### src/rtl/mtl_fb_pkg.sv
// Shared definitions for the MTL frame-buffer arbiter: default widths,
// the arbitration state encoding and the starvation counter width.
package mtl_fb_pkg;

    localparam int ADDR_W_DEF = 19;
    localparam int DATA_W_DEF = 32;

    // Starvation counter width; STARVE_LIM is capped at 255 so 8 bits suffice.
    localparam int CNT_W = 8;

    // NORMAL: display reads win. FORCE_WR: one write slot is handed out
    // regardless of the display request, then back to NORMAL.
    typedef enum logic [0:0] {
        NORMAL   = 1'b0,
        FORCE_WR = 1'b1
    } arb_state_t;

    // Width of a writer index; at least one bit even for degenerate N.
    function automatic int ptr_width(input int n);
        return (n > 1) ? $clog2(n) : 1;
    endfunction

endpackage

### src/rtl/mtl_fb_arbiter_rr.sv
// Combinational round-robin picker. Given the request vector and the index
// of the last granted requester, returns a one-hot grant for the first
// requester found searching upward from ptr+1, wrapping modulo N.
module rr_arbiter #(
    parameter int N     = 2,
    parameter int PTR_W = (N > 1) ? $clog2(N) : 1
) (
    input  logic [N-1:0]     req,
    input  logic [PTR_W-1:0] ptr,
    output logic [N-1:0]     gnt
);

    logic [PTR_W-1:0] idx;
    logic             found;

    // Walk the N candidates in priority order starting after the pointer.
    always_comb begin
        gnt   = '0;
        idx   = '0;
        found = 1'b0;
        for (int off = 1; off <= N; off++) begin
            idx = PTR_W'((int'(ptr) + off) % N);
            if (!found && req[idx]) begin
                gnt[idx] = 1'b1;
                found    = 1'b1;
            end
        end
    end

endmodule

### src/rtl/mtl_fb_arbiter.sv
// Single-port frame-buffer arbiter for the MTL display path. One synchronous
// memory port is shared between the display pixel fetcher (reads, strict
// priority) and N_WR write requesters served round-robin. A starvation
// counter forces one write slot when writers have been blocked too long.
//
// Handshake (both read and write sides): a requester raises its REQ and
// holds REQ plus address/data stable until it sees its GNT. GNT is
// combinational in the same cycle; a transfer happens in exactly the cycle
// where REQ and GNT are both high, and the requester may drop or change
// REQ on the following cycle. Grants look only at the current REQ, so a
// request withdrawn in a cycle is never granted in that cycle.
module mtl_fb_arbiter
    import mtl_fb_pkg::*;
#(
    parameter int ADDR_W     = ADDR_W_DEF,
    parameter int DATA_W     = DATA_W_DEF,
    parameter int N_WR       = 2,
    parameter int RD_LAT     = 2,
    parameter int STARVE_LIM = 16
) (
    input  logic                     iCLK,
    input  logic                     iRSTN,

    input  logic                     iRD_REQ,
    input  logic [ADDR_W-1:0]        iRD_ADDR,
    output logic                     oRD_GNT,
    output logic [DATA_W-1:0]        oRD_DATA,
    output logic                     oRD_VALID,

    input  logic [N_WR-1:0]          iWR_REQ,
    input  logic [N_WR*ADDR_W-1:0]   iWR_ADDR,
    input  logic [N_WR*DATA_W-1:0]   iWR_DATA,
    output logic [N_WR-1:0]          oWR_GNT,

    output logic [ADDR_W-1:0]        oMEM_ADDR,
    output logic [DATA_W-1:0]        oMEM_WDATA,
    output logic                     oMEM_WE,
    output logic                     oMEM_RE,
    input  logic [DATA_W-1:0]        iMEM_RDATA,

    output arb_state_t               oDBG_STATE
);

    localparam int               PTR_W    = ptr_width(N_WR);
    // The counter value seen in the last blocked cycle before a forced slot:
    // the increment out of this value lands on STARVE_LIM-1.
    localparam logic [CNT_W-1:0] FORCE_AT = CNT_W'(STARVE_LIM - 2);
    // Pointer parks on the last writer so writer 0 is searched first.
    localparam logic [PTR_W-1:0] PTR_RST  = PTR_W'(N_WR - 1);

    // Elaboration-time guards on the supported parameter ranges.
    if (N_WR < 2 || N_WR > 4) begin : g_bad_n_wr
        $error("mtl_fb_arbiter: N_WR must be 2..4");
    end
    if (RD_LAT < 1 || RD_LAT > 4) begin : g_bad_rd_lat
        $error("mtl_fb_arbiter: RD_LAT must be 1..4");
    end
    if (STARVE_LIM < 2 || STARVE_LIM > 255) begin : g_bad_starve
        $error("mtl_fb_arbiter: STARVE_LIM must be 2..255");
    end

    arb_state_t        state;
    logic [CNT_W-1:0]  starve_cnt;
    logic [PTR_W-1:0]  rr_ptr;

    logic [N_WR-1:0]   rr_pick;
    logic              wr_pending;
    logic              wr_any;
    logic              wr_blocked;
    logic [PTR_W-1:0]  wr_idx;

    logic [ADDR_W-1:0] wr_addr_a [N_WR];
    logic [DATA_W-1:0] wr_data_a [N_WR];

    // Bit k set means a read granted k+1 cycles ago is still in flight.
    logic [RD_LAT:0]   rd_pipe;

    // Split the flat per-writer buses into indexable arrays.
    for (genvar i = 0; i < N_WR; i++) begin : g_unpack
        assign wr_addr_a[i] = iWR_ADDR[i*ADDR_W +: ADDR_W];
        assign wr_data_a[i] = iWR_DATA[i*DATA_W +: DATA_W];
    end

    rr_arbiter #(
        .N     (N_WR),
        .PTR_W (PTR_W)
    ) u_rr (
        .req (iWR_REQ),
        .ptr (rr_ptr),
        .gnt (rr_pick)
    );

    assign wr_pending = |iWR_REQ;
    assign wr_any     = |oWR_GNT;
    assign wr_blocked = wr_pending && !wr_any;
    assign oDBG_STATE = state;

    // Grant decision: forced write slot first, then display, then writers.
    // A forced slot with no writer waiting falls through to the display.
    always_comb begin
        oRD_GNT = 1'b0;
        oWR_GNT = '0;
        if (state == FORCE_WR && wr_pending) begin
            oWR_GNT = rr_pick;
        end else if (iRD_REQ) begin
            oRD_GNT = 1'b1;
        end else begin
            oWR_GNT = rr_pick;
        end
    end

    // Encode the one-hot write grant into the winning writer index.
    always_comb begin
        wr_idx = '0;
        for (int i = 0; i < N_WR; i++) begin
            if (oWR_GNT[i]) begin
                wr_idx = PTR_W'(i);
            end
        end
    end

    // Arbitration FSM with its round-robin pointer and starvation counter.
    always_ff @(posedge iCLK or negedge iRSTN) begin
        if (!iRSTN) begin
            state      <= NORMAL;
            starve_cnt <= '0;
            rr_ptr     <= PTR_RST;
        end else begin
            if (wr_any) begin
                rr_ptr <= wr_idx;
            end

            if (wr_blocked) begin
                starve_cnt <= starve_cnt + 1'b1;
            end else begin
                starve_cnt <= '0;
            end

            // A forced slot lasts exactly one cycle whatever it grants.
            if (wr_blocked && starve_cnt == FORCE_AT) begin
                state <= FORCE_WR;
            end else begin
                state <= NORMAL;
            end
        end
    end

    // Register the granted command onto the memory port one cycle later.
    // Address and write data hold their last values when nothing is granted.
    always_ff @(posedge iCLK or negedge iRSTN) begin
        if (!iRSTN) begin
            oMEM_ADDR  <= '0;
            oMEM_WDATA <= '0;
            oMEM_WE    <= 1'b0;
            oMEM_RE    <= 1'b0;
        end else begin
            oMEM_WE <= wr_any;
            oMEM_RE <= oRD_GNT;
            if (oRD_GNT) begin
                oMEM_ADDR <= iRD_ADDR;
            end else if (wr_any) begin
                oMEM_ADDR  <= wr_addr_a[wr_idx];
                oMEM_WDATA <= wr_data_a[wr_idx];
            end
        end
    end

    // Track in-flight reads and capture the memory word when it lands.
    // Reset empties the pipe so pre-reset reads never return.
    always_ff @(posedge iCLK or negedge iRSTN) begin
        if (!iRSTN) begin
            rd_pipe   <= '0;
            oRD_DATA  <= '0;
            oRD_VALID <= 1'b0;
        end else begin
            rd_pipe   <= {rd_pipe[RD_LAT-1:0], oRD_GNT};
            oRD_VALID <= rd_pipe[RD_LAT];
            if (rd_pipe[RD_LAT]) begin
                oRD_DATA <= iMEM_RDATA;
            end
        end
    end

endmodule

### config.mk
export PLATFORM = sky130hd
export DESIGN_NAME = mtl_fb_arbiter
export DESIGN_NICKNAME = d
export VERILOG_FILES = /design/src/rtl/mtl_fb_pkg.sv /design/src/rtl/mtl_fb_arbiter_rr.sv /design/src/rtl/mtl_fb_arbiter.sv
export SDC_FILE = /design/constraint.sdc
export NUM_CORES = 1
export LEC_CHECK = 0
export CORE_UTILIZATION = 40
export CTS_BUF_LIST = sky130_fd_sc_hd__clkbuf_16
export DETAILED_ROUTE_END_ITERATION = 7
export PLACE_DENSITY = 0.88
export RECOVER_POWER = 25
export SETUP_SLACK_MARGIN = 0.02
export SYNTH_ARGS = -nofsm -noshare
export SYNTH_HDL_FRONTEND = slang
export SYNTH_SLANG_ARGS = --single-unit
### constraint.sdc
create_clock -name iCLK -period 3.1 [get_ports iCLK]
set_input_delay 0.775 -clock iCLK [delete_from_list [all_inputs] [get_ports iCLK]]
set_output_delay 0.775 -clock iCLK [all_outputs]
set_load 0.02 [all_outputs]
Word level (Yosys, flattened, before mapping) --
Index checks and enable logic that the tools add are counted. Widths: inputs -> output; s select.
Word-level totals: input port bits 158, word-level logic and storage cells 60, register bits 99, output and inout bits 90
Cells by class: reductions and logical operators 12, bitwise gates (word level) 3, multiplexer cells 26, order comparisons 5, $add $sub $neg 3, equal/unequal tests 1
Operators by type and width (count):
- $mux 32 | 3
- $mux 19 | 5
- $mux 1 | 11
- $add 8x1->8 const B | 1
- $eq 8x4->1 const B | 1
- $mux 2 | 4
- $mux 8 | 1
- $logic_and 1x1->1 | 6
- $lt 1x2->1 const B | 2
- $reduce_or 2->1 | 2
- $add 1x1->1 const B | 2
- $demux 1 s1 | 2
- $ge 1x1->1 const B | 2
- $ge 2x2->1 const B | 1
- $logic_not 1->1 | 2
- $not 1->2 | 1
- $or 2x2->2 | 1
- $reduce_and 2->1 | 1
- $reduce_bool 2->1 | 1
- $not 1->1 | 1

Logic depth before layout (Yosys ltp) --
depth in word-level cells 17, gate-level depth with buffers 6, depth with buffers taken out 5

Hierarchy --
A second synthesis with hierarchy kept.
Second synthesis, totals: cells, all modules 333, area total of the unflattened synthesis 4586.9 µm²
Modules (own cells, without submodules):
- mtl_fb_arbiter | sequential area each 2453.6 µm², area each 4568.1 µm², instances 1, cells each 330
- rr_arbiter | sequential area each 0.0 µm², area each 18.8 µm², instances 1, cells each 3

Least setup slack after synthesis --
OpenSTA, ideal clock, no wires.
kind input to output, start point input port iWR_REQ[1], end point output port oWR_GNT[0], slack 0.339 ns, cell stages on the path 4, arrival 1.986 ns, path buffers 1, data required time 2.325 ns, path through or2_1 > buf_2 > a21boi_0 > nor2_1
On the way: longest elaborated chain between the ends 8, elaborated cells on any way between the ends 14, those cells by class mux: 9; bitwise: 1; reduce/logical: 4
RTL lines:
- start, declared | RTL line mtl_fb_arbiter.sv:30 | input logic [N_WR-1:0] iWR_REQ,
- $mux 1 (implied by the code) (2 in series) | RTL line mtl_fb_arbiter_rr.sv:23 | if (!found && req[idx]) begin
- $mux 1 | RTL line mtl_fb_arbiter_rr.sv:23
- $logic_not 1->1 | RTL line mtl_fb_arbiter_rr.sv:23
- $logic_and 1x1->1 | RTL line mtl_fb_arbiter_rr.sv:23
- $mux 2 | RTL line mtl_fb_arbiter_rr.sv:23
- $mux 2 | RTL line mtl_fb_arbiter.sv:105 | end else if (iRD_REQ) begin
- $mux 2 * | RTL line mtl_fb_arbiter.sv:103 | if (state == FORCE_WR && wr_pending) begin
- end, declared | RTL line mtl_fb_arbiter.sv:33 | output logic [N_WR-1:0] oWR_GNT,
Mark *: on every way between the ends. The rest lies on a longest branch, timed or not. The select of a mux whose other input is x is not followed.

Worst setup path after layout --
start point input port iWR_REQ[1], end point output port oRD_GNT
On the way: longest elaborated chain between the ends 3
RTL lines:
- $reduce_or 2->1 | RTL line mtl_fb_arbiter.sv:93 | assign wr_pending = |iWR_REQ;
- $logic_and 1x1->1 | RTL line mtl_fb_arbiter.sv:103
- $mux 1 | RTL line mtl_fb_arbiter.sv:103
- end, declared | RTL line mtl_fb_arbiter.sv:26 | output logic oRD_GNT,
No other way between the ends.

==> impl_metrics.env <==
export IMPL_status="finished, violations left"
export IMPL_violations="max-capacitance violations, max-slew violations"
export IMPL_io_pins=248
export IMPL_globalRoute_totalOverflow=0
export IMPL_met1_usage_pct=28.55
export IMPL_cts_sinks=98
export IMPL_internal_power_mw=2.683
export IMPL_period_minus_slack_ns=2.948
export IMPL_finalHoldViolations=0
export IMPL_clock_latency_ns=0.34
export IMPL_wl_um=14620
export IMPL_synth_yosys_warnings=0
export IMPL_grt_util_met3_pct=5.124
export IMPL_io_buffers=247
export IMPL_crit_type="input pin to output pin"
export IMPL_syn_to_final_growth_pct=64.80
export IMPL_final_setup_tns_ns=0
export IMPL_drive_gt1_share_pct=13.88
export IMPL_track_usage_pct=24.67
export IMPL_drtIter0Drc=170
export IMPL_ys_seq_area_share_pct=54.05
export IMPL_power_total_mw=3.740
export IMPL_r2r_setup_slack_ns=0.93
export IMPL_synth_flop_cell="dfrtp_1"
export IMPL_sw_frac_of_total_pct=28.26
export IMPL_drtPass1Iterations=4
export IMPL_pwr_share_seq_pct=39.9
export IMPL_syn_area_per_cell_sq_um=10.48
export IMPL_syn_instance_count=433
export IMPL_skew_ns=0.006432
export IMPL_slowest_stage="clkdlybuf4s50_1"
export IMPL_finalCritPeriodShare_pct=95.11
export IMPL_worst_slew_pin_slew_ns=2.262
export IMPL_cts_buffer_depth=2
export IMPL_clk_pin_slew_ns=0.07
export IMPL_p_leak_nw=3.018
export IMPL_p_switching_mw=1.057
export IMPL_dpl_instance_area_sq_um=7172
export IMPL_die_h_um=108.5
export IMPL_cts_htree_levels=3
export IMPL_num_rows=38
export IMPL_maxSlewViolCount=76
export IMPL_wire_per_inst_um=17.90
export IMPL_fmax_mhz=339.2
export IMPL_hold_worst_slack_ns=0.3542
export IMPL_ys_ff_latch=98
export IMPL_regArea_sq_um=2454
export IMPL_use_met2_pct=43.40
export IMPL_synth_edf_count=0
export IMPL_grt_busiest_layer="met2"
export IMPL_viasPerCell=5.436
export IMPL_vias=4441
export IMPL_die_area_sq_um=11780
export IMPL_grt_start_max_net_pins=59
export IMPL_cts_tree="done"
export IMPL_drtAntennaViolNets=0
export IMPL_critPathLaunchType="input pin"
export IMPL_slowest_delay_ns=0.43
export IMPL_maxSlewHeadroom_pct=-50.79
export IMPL_path_buf_inv=3
export IMPL_post_place_ws_ns=-0.2966
export IMPL_rsz0062_at_grt="false"
export IMPL_cts_buffers=9
export IMPL_grt_pass1_wl_um=22400
export IMPL_diodes=0
export IMPL_dp_hpwl_um=10740
export IMPL_setup_viol=0
export IMPL_num_nets_final=832
export IMPL_grt_pass1_vias=4575
export IMPL_crit_chain="clkdlybuf4s50_1 > or2_1 > a21boi_2 > buf_4 > dlygate4sd2_1"
export IMPL_coreArea_sq_um=10940
export IMPL_p_comb_share_pct=27.8
export IMPL_root_buffer="clkbuf_16"
export IMPL_fillCellCount=826
export IMPL_drc=0
export IMPL_antenna_found_initial=0
export IMPL_power_frac_clock_pct=32.3
export IMPL_worstPathMaxFanout=3
export IMPL_cp_top_family="buffers and inverters"
export IMPL_start_util_pct=41.51
export IMPL_ys_async_sr_fraction_pct=100.0
export IMPL_fin_ws_ns=0.1517
export IMPL_end_kind="output pin"
export IMPL_fin_area_sq_um=7481
export IMPL_chipWidth_um=108.5
export IMPL_peakVddDrop_mv=0.2493
export IMPL_powerDensity_nw_per_um2=499.9
export IMPL_synthesis_area_sq_um=4539
export IMPL_multi_input_area_sq_um=1914
export IMPL_crit_arrival_ns=2.17
export IMPL_routabilityCongestion=0.8452
export IMPL_synth_nets=593
export IMPL_maxCapViolations=2
export IMPL_crit_required_ns=2.32
export IMPL_ys_types=36
export IMPL_hp_class="register to register"
-- routing by layer --
metal / vias up / part of all wire, %
met5: - / 0
met1: 2151 / 38
met4: 0 / 3.2
met3: 37 / 7.5
met2: 221 / 51
li1: 2032 / -
-- flip-flops by register name (all words and copies together), names as in the netlist --
name,cells
oDBG_STATE,1
oRD_VALID,1
oMEM_ADDR,19
oMEM_WE,1
rd_pipe,3
rr_ptr,1
oMEM_WDATA,32
starve_cnt,8
oRD_DATA,32
-- placed cells by master, fill, tap and decap left out, drive strengths merged --
| master | synthesis | routed |
|---|---|---|
| a21bo | 1 | 1 |
| a21boi | 2 | 2 |
| a21o | 1 | 1 |
| a21oi | 23 | 23 |
| a31oi | 19 | 19 |
| buf | 28 | 18 |
| bufinv | 0 | 2 |
| clkbuf | 10 | 11 |
| clkdlybuf4s50 | 0 | 243 |
| clkinvlp | 0 | 3 |
| dfrtp | 97 | 97 |
| dfstp | 1 | 1 |
| dlygate4sd2 | 0 | 3 |
| ha | 2 | 2 |
| inv | 2 | 4 |
| mux2 | 51 | 51 |
| nand2 | 44 | 44 |
| nand2b | 1 | 1 |
| nand3 | 2 | 2 |
| nand4b | 1 | 1 |
| nor2 | 41 | 41 |
| nor2b | 1 | 1 |
| nor3 | 12 | 12 |
| o21ai | 34 | 34 |
| o22ai | 19 | 19 |
| o31ai | 33 | 33 |
| or2 | 1 | 1 |
| or3 | 2 | 2 |
| or4 | 2 | 2 |
| xnor2 | 1 | 1 |
| xor2 | 2 | 2 |
-- synth_stat cells, types with 2 or more instances --
| library cell | n | share of area, % |
|---|---|---|
| a31oi_1 | 19 | 2.6 |
| nand2_1 | 42 | 3.5 |
| ha_1 | 2 | 0.55 |
| a21oi_1 | 22 | 2.4 |
| clkbuf_1 | 10 | 0.83 |
| o31ai_1 | 33 | 5.5 |
| nor2_1 | 41 | 3.4 |
| o21ai_0 | 34 | 3.7 |
| buf_4 | 2 | 0.33 |
| o22ai_1 | 19 | 2.6 |
| buf_2 | 26 | 2.9 |
| nor3_1 | 12 | 1.3 |
| xor2_1 | 2 | 0.39 |
| mux2_1 | 5 | 1.2 |
| mux2_2 | 46 | 11 |
| nand2_2 | 2 | 0.28 |
| dfrtp_1 | 97 | 53 |
-- power groups by stage --
stage / clock network [mW] / logic, mW / registers [mW]
6_report: 1.21 / 1.04 / 1.49
5_1_grt: 1.28 / 1.11 / 1.51
4_1_cts: 1.23 / 1.05 / 1.49
3_5_place_dp: 0 / 1.05 / 1.51
3_3_place_gp: 0 / 1.02 / 1.51
2_1_floorplan: 0 / 0.283 / 1.67
-- path summary, 6_finish.rpt --
check / start / end / cells after the start
max: iWR_REQ[1] / oRD_GNT / 5
min: rd_pipe[1] / rd_pipe[2] / 0
max reg2reg: rd_pipe[2] / oRD_DATA[0] / 2
min reg2reg: rd_pipe[1] / rd_pipe[2] / 0
max in group asynchronous: iRSTN / oMEM_ADDR[15] / 2
min in group asynchronous: iRSTN / oMEM_WDATA[16] / 1
-- timing repair --
action	4_1_cts	5_1_grt
hold buffers	0	0
setup buffers	0	0
gates resized for setup	5	0
setup endpoints to repair	3	0
-- final cells by class --
type	count	share of cell area [%]
clock buffers	9	3.011
repair buffers	266	34.82
well taps	140	2.342
flip-flops and latches	98	32.80
multi-input cells	295	25.59
clock inverters	7	1.338
inverters	2	0.1004
-- cells by family (layout without fill, tap and decap cells) --
family,after synthesis,in the layout,share of synthesized area (%)
and+or+nand+nor,107,107,10.12
muxes,51,51,12.65
DFF,98,98,54.05
adders and majority gates,2,2,0.5512
buffers and inverters,40,284,4.189
AOI/OAI and AO/OA,132,132,17.86
xor gates and xnor gates,3,3,0.5789
-- stage by stage --
step,utilization [%],std cells
after CTS,68.56,817
after global placement,65.58,801
after global routing,68.41,817
after floorplan,-,433
after detailed placement,65.58,801
final,68.41,817
No activity file was read; power rests on OpenSTA's default activity.
==> edit 1 (config.mk and constraints unchanged) <==
`ADDR_W_DEF`: 19 -> 17.
--- a/src/rtl/mtl_fb_pkg.sv
+++ b/src/rtl/mtl_fb_pkg.sv
@@ -3,5 +3,5 @@
 package mtl_fb_pkg;
 
-    localparam int ADDR_W_DEF = 19;
+    localparam int ADDR_W_DEF = 17;
     localparam int DATA_W_DEF = 32;
 
Ports: changed (resized iRD_ADDR, iWR_ADDR and oMEM_ADDR); port bits go from 248 to 240. The function was not compared with the original's and may differ.
==> edit 1 against the original RTL <==
The run still ends with capacitance limit, slew limit left. Area after synthesis is 2.6% lower. Utilization is 1.3 points lower. Sequential cell count is 2 lower. Worst setup slack worse by 0.0020 ns. Final area is 3.2% lower. Final cell count is 3.1% lower. Sequential share of layout area is 0.38 points higher. Wire length is 11% lower. Power is 3.6% lower. Critical path type unchanged. Critical endpoint is now oWR_GNT[0]. Largest cell class unchanged. Highest routed layer unchanged.
==> edit 1: results (changes against the original RTL) <==
stage,metric,value,unit,change
pwr,ir_worst_vdd,0.000239,V,-4.0%
clock_network,cts_hold_buf,0,,unchanged
job,max_cap_viol_count,1,,-1
clock_network,cts_htree_levels,3,,unchanged
global_route,met3_usage,0.0505,,-0.000780
placement,dp_hpwl,9330,µm,-13%
placement,io_buffers,239,,-3.2%
routing,highest_layer,met4,,
cells_and_area,drive_gt1_frac,0.135,,-0.00388
synth,yosysSeqAreaShare,0.543,,+0.00290
placement,post-place-ws,-0.116,ns,+0.181 ns
setup_path,ff2ff_path_depth,1,,-1
cells_and_area,nets,801,,-3.7%
setup_path,cp.arrival,2.18,ns,
synth,synth_nets,573,,-3.4%
placement,gp_congestion,0.849,,+0.45%
global_route,use_met2,0.395,,-0.0391
global_route,track_usage,0.234,,-0.0122
global_route,antenna_found_initial,0,,unchanged
global_route,grt_pass1_wl,21000,µm,-6.1%
timing,relSlewSlack,-0.0188,,+0.489
setup_path,r2r_slack,1.37,ns,+0.44 ns
routing,first_pass_iters,4,,unchanged
routing,wl_met1,5240,µm,-5.8%
synth,synth_area_leaders,"dfrtp_1 (54%), mux2_2 (12%), o31ai_1 (5.6%), o21ai_0 (3.8%), nor2_1 (3.5%)",,
run_status,violations,"capacitance limit, slew limit",,
setup_path,critical_path_peak_fanout,3,,unchanged
setup_path,startpoint,iWR_REQ[1],,
hold_path,min-delay-path-class,flop to flop,,
clock_network,insertion_delay,0.33,ns,
synth,netlist_top_cells_count,"dfrtp_1 (95), mux2_2 (46), nor2_1 (41), nand2_1 (38), o21ai_0 (34)",,
cells_and_area,largest_registers,"oMEM_WDATA (32), oRD_DATA (32), oMEM_ADDR (17)",,
synth,ys_warn_count,0,,unchanged
routing,vias,4200,,-5.4%
setup_path,crit_end,oWR_GNT[0],,
global_route,met1_usage,0.286,,+0.000899
routing,routed_wl,13000,µm,-11%
routing,routed-wl-met2,6390,µm,-15%
cells_and_area,fillers,813,,-1.6%
global_route,first_global_vias,4373,,-4.4%
global_route,grt_max_degree,63,,+6.8%
setup_path,r2r_end,oRD_DATA[23]$_DFFE_PN0P_,,
routing,drt_iter0_drc,204,,+20%
clock_network,ctsResizeCount,3,,-2
routing,dr_wl_met3,994,µm,-9.1%
pwr,p_leak,2.93,nW,-2.9%
run_status,status,"finished, violations left",,
setup_path,crit_family,buffers and inverters,,
synth,ys_types,37,,+2.8%
timing,finalMaxSlewViolations,63,,-17%
synth,synthArstFlopShare,1.00,,unchanged
setup_path,max_stage_delay,0.42,ns,
clock_network,post_cts_buffers,0,,unchanged
clock_network,cts_buffers,9,,unchanged
timing,skew,0.00415,ns,-0.00228 ns
edit 1: final cells by class:
type / instances / area share
tap: 140 / 0.0242
sequential: 96 / 0.332
timing repair buffer: 253 / 0.345
multi-input combinational: 285 / 0.255
clock buffer: 9 / 0.0311
clock inverter: 7 / 0.0121
inverter: 2 / 0.00104
edit 1: through the flow:
stage	area, µm²	hold WS, ns	std cells	power (mW)	util
global placement	6950	0.332	776	2.46	0.644
detailed placement	6950	0.336	776	2.49	0.644
global route	7240	0.369	792	3.77	0.671
CTS	7260	0.350	792	3.64	0.673
finish	7240	0.347	792	3.61	0.671
floorplan	4420	0.331	419	1.91	-
edit 1: worst min-delay path by stage:
stage                                    start                    to  slack, ns  cells after the start
after floorplan           rd_pipe[1]$_DFF_PN0_  rd_pipe[2]$_DFF_PN0_       0.33                      0
after global placement    rd_pipe[1]$_DFF_PN0_  rd_pipe[2]$_DFF_PN0_       0.33                      0
after detailed placement  rd_pipe[1]$_DFF_PN0_  rd_pipe[2]$_DFF_PN0_       0.34                      0
after CTS                 rd_pipe[1]$_DFF_PN0_  rd_pipe[2]$_DFF_PN0_       0.35                      0
after global routing      rd_pipe[1]$_DFF_PN0_  rd_pipe[2]$_DFF_PN0_       0.37                      0
final                     rd_pipe[1]$_DFF_PN0_  rd_pipe[2]$_DFF_PN0_       0.35                      0
edit 1: power by group:
part,internal (mW),switching [mW]
clock,0.699,0.450
sequential,1.39,0.0792
combinational,0.533,0.456
edit 1: logic make-up (layout without fill, tap and decap cells):
group,Yosys count,after routing,share of synthesized area
flip-flops,96,96,0.543
AO/OA/AOI/OAI,130,130,0.180
adder cells (fa/ha/maj),2,2,0.00566
multiplexers,49,49,0.125
AND/OR/NAND/NOR,101,101,0.0984
XOR/XNOR,3,3,0.00594
buffers and inverters,38,271,0.0419
==> edit 2 (same settings) <==
Made on the original files. Reset style: synchronous (`iRSTN`), changed in 3 clocked blocks.
--- a/src/rtl/mtl_fb_arbiter.sv
+++ b/src/rtl/mtl_fb_arbiter.sv
@@ -121,5 +121,5 @@
 
     // Arbitration FSM with its round-robin pointer and starvation counter.
-    always_ff @(posedge iCLK or negedge iRSTN) begin
+    always_ff @(posedge iCLK) begin
         if (!iRSTN) begin
             state      <= NORMAL;
@@ -148,5 +148,5 @@
     // Register the granted command onto the memory port one cycle later.
     // Address and write data hold their last values when nothing is granted.
-    always_ff @(posedge iCLK or negedge iRSTN) begin
+    always_ff @(posedge iCLK) begin
         if (!iRSTN) begin
             oMEM_ADDR  <= '0;
@@ -168,5 +168,5 @@
     // Track in-flight reads and capture the memory word when it lands.
     // Reset empties the pipe so pre-reset reads never return.
-    always_ff @(posedge iCLK or negedge iRSTN) begin
+    always_ff @(posedge iCLK) begin
         if (!iRSTN) begin
             rd_pipe   <= '0;
Function: differs if iRSTN is asserted again (counterexample within 4 cycles, from zero or initial values and one cycle with iRSTN low); with iRSTN held inactive, the same outputs for 4 cycles.
==> edit 2 against the original RTL <==
Critical path type unchanged. Power shrank 16%. Area after synthesis shrank 0.19%. Sequential cell count stayed put. Worst setup slack gained 0.12 ns. Via count rose by 2.6%. Largest cell class unchanged. Final cell count up 0.49%. Wire length down 0.83%. Final area fell by 2.4%.
==> edit 2: results (changes against the original RTL) <==
stage,metric,value,unit,change
synth,netlist_top_cells_count,"dfxtp_1 (98), mux2i_1 (45), or3_1 (35)",,
placement,dp_hpwl,10600,µm,-1.7%
setup_path,reg2reg_from,oDBG_STATE$_SDFF_PN0_,,
global_route,track_usage,0.244,,-0.00293
routing,drt_iter0_drc,298,,+75%
synth,synth_nets,611,,+3.0%
cells_and_area,fillers,819,,-0.85%
cells_and_area,drive_gt1_frac,0.0500,,-0.0888
routing,avgViaCountPerCell,5.55,,+2.1%
routing,wl_per_cell,17.7,µm,-1.3%
placement,dpl_cell_area,7010,µm²,-2.2%
global_route,grt_max_degree,56,,-5.1%
synth,synth_area_leaders,"dfxtp_1 (43%), mux2i_1 (9.9%), o2111a_1 (8.0%), a21o_1 (5.3%), or3_1 (4.8%)",,
setup_path,r2r_end,rr_ptr$_SDFFE_PN1P_,,
hold_path,hp-start,rd_pipe[1]$_SDFF_PN0_,,
hold_path,min_delay_path_depth,1,,+1
routing,first_pass_iters,5,,+1
global_route,met1_usage,0.276,,-0.00952
run_status,status,finished clean,,
cells_and_area,nets,835,,+0.36%
pwr,ir_worst_vdd,0.000305,V,+22%
setup_path,ff2ff_path_depth,4,,+2
pwr,internal-power,2.34,mW,-13%
placement,gp_congestion,0.833,,-1.5%
synth,yosysSeqAreaShare,0.433,,-0.107
setup_path,r2r_slack,1.29,ns,+0.36 ns
pwr,p_leak,2.76,nW,-8.5%
timing,skew,0.00574,ns,-0.000696 ns
-- edit 2: worst max-delay path by stage --
stage | startpoint | to | slack [ns] | cells after the start
after floorplan | iWR_REQ[0] | oWR_GNT[1] | 0.70 | 6
after global placement | iWR_REQ[0] | oWR_GNT[1] | 0.04 | 4
after detailed placement | iWR_REQ[0] | oWR_GNT[1] | -0.0007 | 4
after CTS | iWR_REQ[0] | oWR_GNT[0] | 0.06 | 4
after global routing | iWR_REQ[1] | oWR_GNT[1] | 0.19 | 4
final | iWR_REQ[1] | oWR_GNT[1] | 0.27 | 4
-- edit 2: layout make-up --
cell class                 instances  area (µm²)  area share
tap                              140         175      0.0240
inverter                           4        15.0     0.00206
sequential                        98        1960       0.269
clock buffer                       9         225      0.0308
multi-input combinational        301        2290       0.313
clock inverter                     7        60.1     0.00822
antenna                            1        2.50    0.000343
timing repair buffer             261        2570       0.353
-- edit 2: layer usage --
metal / vias up / wire [µm]
met3: 33 / 1470
met4: 0 / 471
met5: - / 0
met2: 234 / 7000
li1: 2152 / -
met1: 2139 / 5560
-- edit 2: kinds of logic after synthesis --
group           after synthesis  synth area share
compound gates              144             0.250
xor+xnor                      3           0.00580
fa+ha+maj                     2           0.00552
buf+inv                      52            0.0632
flops                        98             0.433
mux                          45            0.0994
simple gates                107             0.143
-- edit 2: what timing repair did --
item,4_1_cts,5_1_grt
hold buffers,0,0
endpoints found under the setup margin,1,2
endpoints found under the hold margin,0,0
gates cloned,0,0
resized for setup,1,3
-- edit 2: power groups by stage --
stage / Combinational, mW / Clock, mW / Sequential [mW]
2_1_floorplan: 0.240 / 0 / 1.47
3_3_place_gp: 0.684 / 0 / 1.39
3_5_place_dp: 0.701 / 0 / 1.40
4_1_cts: 0.705 / 1.10 / 1.37
5_1_grt: 0.744 / 1.15 / 1.38
6_report: 0.701 / 1.08 / 1.37
-- edit 2: per-stage QoR --
step | hold slack [ns] | setup slack [ns] | utilization | TNS, ns | instances
4_1_cts | 0.434 | 0.0602 | 0.667 | 0 | 820
3_5_place_dp | 0.421 | -0.000679 | 0.641 | -0.000679 | 804
2_1_floorplan | 0.412 | 0.704 | - | 0 | 451
5_1_grt | 0.445 | 0.193 | 0.668 | 0 | 821
6_report | 0.430 | 0.269 | 0.668 | 0 | 821
3_3_place_gp | 0.417 | 0.0431 | 0.641 | 0 | 804
-- edit 2: critical path, stage by stage --
cell	delay, ns
dlygate4sd3_1	0.59
a21bo_1	0.23
nor2_1	0.11
dlygate4sd2_1	0.35
